`src/rtl/serial_deserializer.sv`:
```
// Serial-to-parallel converter with a single-entry valid/ready output stage.
// Bits are qualified by en; a full word is published in the same edge that
// samples its last bit. A word that completes while the output is still held
// is dropped and flagged with the sticky overrun bit.
module serial_deserializer #(
  parameter int unsigned WIDTH     = 8,
  parameter bit          MSB_FIRST = 1'b1
) (
  input  logic                       clk,
  input  logic                       reset,
  input  logic                       d,
  input  logic                       en,
  input  logic                       clr,
  output logic [WIDTH-1:0]           dout,
  output logic                       dout_valid,
  input  logic                       dout_ready,
  output logic [$clog2(WIDTH)-1:0]   bit_cnt,
  output logic                       overrun
);

  localparam int unsigned CntW = $clog2(WIDTH);
  localparam logic [CntW-1:0] CntMax = CntW'(WIDTH - 1);

  logic [WIDTH-1:0] sr_q, sr_d, sr_shift;
  logic [CntW-1:0]  cnt_q, cnt_d;
  logic [WIDTH-1:0] dout_q, dout_d;
  logic             valid_q, valid_d;
  logic             ovr_q, ovr_d;
  logic             word_done;

  // Next-state logic: clear beats bit acceptance; completion either loads or overruns.
  always_comb begin
    sr_d      = sr_q;
    cnt_d     = cnt_q;
    dout_d    = dout_q;
    valid_d   = valid_q;
    ovr_d     = ovr_q;
    sr_shift  = MSB_FIRST ? {sr_q[WIDTH-2:0], d} : {d, sr_q[WIDTH-1:1]};
    word_done = en && !clr && (cnt_q == CntMax);

    if (clr) begin
      sr_d  = '0;
      cnt_d = '0;
      ovr_d = 1'b0;
    end else if (en) begin
      sr_d  = sr_shift;
      cnt_d = word_done ? '0 : cnt_q + 1'b1;
    end

    // Consumption; ready is meaningless without a pending word.
    if (valid_q && dout_ready) begin
      valid_d = 1'b0;
    end

    // Output slot is free if empty or being drained on this very edge.
    if (word_done) begin
      if (!valid_q || dout_ready) begin
        dout_d  = sr_shift;
        valid_d = 1'b1;
      end else begin
        ovr_d = 1'b1;
      end
    end
  end

  // State registers with asynchronous active-low reset.
  always_ff @(posedge clk or negedge reset) begin
    if (!reset) begin
      sr_q    <= '0;
      cnt_q   <= '0;
      dout_q  <= '0;
      valid_q <= 1'b0;
      ovr_q   <= 1'b0;
    end else begin
      sr_q    <= sr_d;
      cnt_q   <= cnt_d;
      dout_q  <= dout_d;
      valid_q <= valid_d;
      ovr_q   <= ovr_d;
    end
  end

  assign dout       = dout_q;
  assign dout_valid = valid_q;
  assign bit_cnt    = cnt_q;
  assign overrun    = ovr_q;

endmodule

```
`config.mk`:
```
export PLATFORM = sky130hd
export DESIGN_NAME = serial_deserializer
export DESIGN_NICKNAME = d
export VERILOG_FILES = /design/src/rtl/serial_deserializer.sv
export SDC_FILE = /design/constraint.sdc
export NUM_CORES = 1
export LEC_CHECK = 0
export CAP_MARGIN = 20
export CORE_UTILIZATION = 25
export CTS_BUF_LIST = sky130_fd_sc_hd__clkbuf_2 sky130_fd_sc_hd__clkbuf_4 sky130_fd_sc_hd__clkbuf_8
export CTS_CLUSTER_DIAMETER = 40
export CTS_CLUSTER_SIZE = 16
export DETAILED_ROUTE_END_ITERATION = 6
export GPL_TIMING_DRIVEN = 0
export PLACE_DENSITY = 0.58
export SYNTH_ARGS = -nofsm -noshare
export SYNTH_HDL_FRONTEND = slang
export SYNTH_SLANG_ARGS = --single-unit
```
`constraint.sdc`:
```
create_clock -name clk -period 2.7 [get_ports clk]
set_input_delay 0.81 -clock clk [delete_from_list [all_inputs] [get_ports clk]]
set_output_delay 0.81 -clock clk [all_outputs]
set_load 0.05 [all_outputs]
```
==> results.cfg <==
[worst_setup_path]
crit_type = flop to output port
start_kind = flop
crit_slowest_cell = clkdlybuf4s50_1
cp-startpoint = bit_cnt[0]$_DFFE_PN0P_
ff2ff_setup_slack_ns = 0.90
setup.worst_path.end_class = output port
cp_top_family = buffers and inverters
cp_data_required_time_ns = 1.89
r2r_start = bit_cnt[0]$_DFFE_PN0P_
path_cells = clkdlybuf4s50_1
max_stage_delay_ns = 0.82
worstPathMaxFanout = 4
critPathBufInv = 1
crit_arrival_ns = 1.52

[sta]
tightest_slew_ns = 0.892
slew_viol_final = 0
fin_ws_ns = 0.370
finalSetupTns_ns = 0
slew-limit-headroom_pct = 40.3
fin_crit_sh_pct = 86.3
finClkSkew_ns = 0.00199
fmax_mhz = 429
setup_viol_count_final = 0
fin_crit_ns = 2.33
hold_violations = 0
rsz0062_at_grt = no

[synth]
synth.avg_cell_area_um2 = 13.4
synthesis.area_um2 = 815
yosys_warnings = 0
yosys_register_bits = 20
syn_inst = 61
ys_types = 16
synth_top_family_by_area = multiplexers
synthesis.nets = 69
synth-adder-area-share_pct = 3.07
synth_seq_area_share_pct = 61.4
synthMuxAreaShare_pct = 20.9
synth_xor_area_share_pct = 0
synth_compound_area_share_pct = 2.92
yosys.area_share.simple_pct = 10.1

[detailed_routing]
routed-wl-met3_um = 66
drt_pre_antenna_iters = 4
met1_length_um = 694
top_layer = met4
vias_per_cell = 4.26
drc = 0
drt-initial-drc-count = 10
wl_per_cell_um = 11.1
vias = 541
drtAntennaViolNets = 0
routed_wl_um = 1420
met2RoutedLength_um = 640

[layout]
area_growth_pct = 33.3
n_antenna_cell = 0
layout.nets = 92
n_fill_cell = 332
fin_area_um2 = 1090
drive_above_1_share_pct = 16.9

[power]
vdd_drop_max_mv = 0.117
combPwrFrac_pct = 8.7
p_sw_mw = 0.117
power.density_nw_per_um2 = 479
leakagePower_nw = 0.513
p_int_mw = 0.403
finalPower_mw = 0.520
p_seq_share_pct = 59.0
pwr-share-clk_pct = 32.3
power_switching_share_pct = 22.5

[global_routing]
grt_pass1_wl_um = 2360
grt.total_usage_pct = 8.92
gr-total-overflow = 0
grt_pass1_vias = 518
grt_max_degree = 21
grt_antenna_before_repair = 0

[clocking]
cts_resized = 0
cts_tree = built
clk_path_buf_depth = 2
clk_latency_ns = 0.29
clock-sinks = 20
cts_root_buf = clkbuf_4
clkTransAtPathRegs_ns = 0.11
holdBufCountCts = 0
cts_inserted_buffers = 3
cts_setup_buffers = 0
cts_htree_levels = 1

[placement]
dpl.hpwl_um = 997
portBuffers = 18
dpl_worst_slack_ns = 0.326
dpl_cell_area_um2 = 1050
place_congestion = 0.744

[floorplan]
die_h_um = 59.1
die_w_um = 59.1
initial_utilization_pct = 26.5
coreArea_um2 = 3080
rows = 20
ioPinCount = 19
dieArea_um2 = 3490

[min_path]
min_from = dout[1]$_DFFE_PN0P_
hp-class = flop to flop

[status]
status = complete, no violations

[run]
cap_viol_max_count = 0
-- registers in the layout (all words and copies together), names as in the netlist --
register	flops
overrun	1
dout	8
dout_valid	1
bit_cnt	3
sr_q	7
-- final timing paths --
check | endpoint | cells past startpoint
worst max register to register | dout[3]$_DFFE_PN0P_ | 5
max in group asynchronous | dout[1]$_DFFE_PN0P_ | 1
worst min-delay path | dout[1]$_DFFE_PN0P_ | 1
worst max-delay path | bit_cnt[0] | 1
worst min register to register | dout[1]$_DFFE_PN0P_ | 1
min in group asynchronous | dout_valid$_DFF_PN0_ | 1
-- cells in the mapped netlist, drive strengths merged --
library cell	number	area, um2
buf	1	5.00
mux2i	8	80.1
dfrtp	20	500
inv	1	3.75
nand2	2	7.51
nand3b	1	7.51
o21bai	1	7.51
a31oi	1	6.26
nor2	10	37.5
mux2	8	90.1
ha	2	25.0
clkbuf	1	3.75
a21oi	2	10.0
nor3b	1	7.51
nor3	1	16.3
nor2b	1	6.26
-- placed cells by master, fill, tap and decap left out, types with 2 or more instances in the layout --
master / instances
mux2i_1: 8
nor2_1: 10
nand2_1: 2
a21oi_1: 2
clkbuf_4: 3
mux2_2: 8
clkdlybuf4s50_1: 18
ha_1: 2
dfrtp_1: 20
-- power groups by stage --
| stage | registers, mW | clock network [mW] | logic, mW |
|---|---|---|---|
| after floorplan | 0.321 | 0 | 0.0145 |
| final | 0.307 | 0.168 | 0.0454 |
| after global routing | 0.308 | 0.188 | 0.0495 |
| after CTS | 0.307 | 0.176 | 0.0462 |
| after detailed placement | 0.313 | 0 | 0.0459 |
| after global placement | 0.313 | 0 | 0.0455 |
-- per-layer routing --
| metal | vias to the layer above | GRT usage (%) |
|---|---|---|
| met2 | 15 | 13.1 |
| li1 | 254 | - |
| met5 | - | 0 |
| met4 | 0 | 4.08 |
| met3 | 2 | 2.40 |
| met1 | 270 | 12.2 |
-- stage by stage --
stage | hold slack [ns] | util (%) | instances
after detailed placement | 0.499 | 34.1 | 123
after global placement | 0.483 | 34.1 | 123
after CTS | 0.525 | 35.3 | 127
after global routing | 0.546 | 35.3 | 127
after floorplan | 0.479 | - | 61
final | 0.517 | 35.3 | 127
-- kinds of logic (layout without fill, tap and decap cells) --
group	Yosys count	after routing
buffers and inverters	3	25
adders and majority gates	2	2
muxes	16	16
DFF	20	20
AOI/OAI and AO/OA	4	4
and+or+nand+nor	16	16
-- layout make-up --
type                       instances  area [um2]  share of cell area (%)
buffer                             2        8.76                   0.806
clock buffer                       4        36.3                    3.34
inverter                           1        3.75                   0.346
multi-input combinational         38         302                    27.8
sequential                        20         500                    46.1
tap                               44        55.1                    5.07
timing repair buffer              18         180                    16.6
Note: power is estimated with default switching activity, not from simulation.
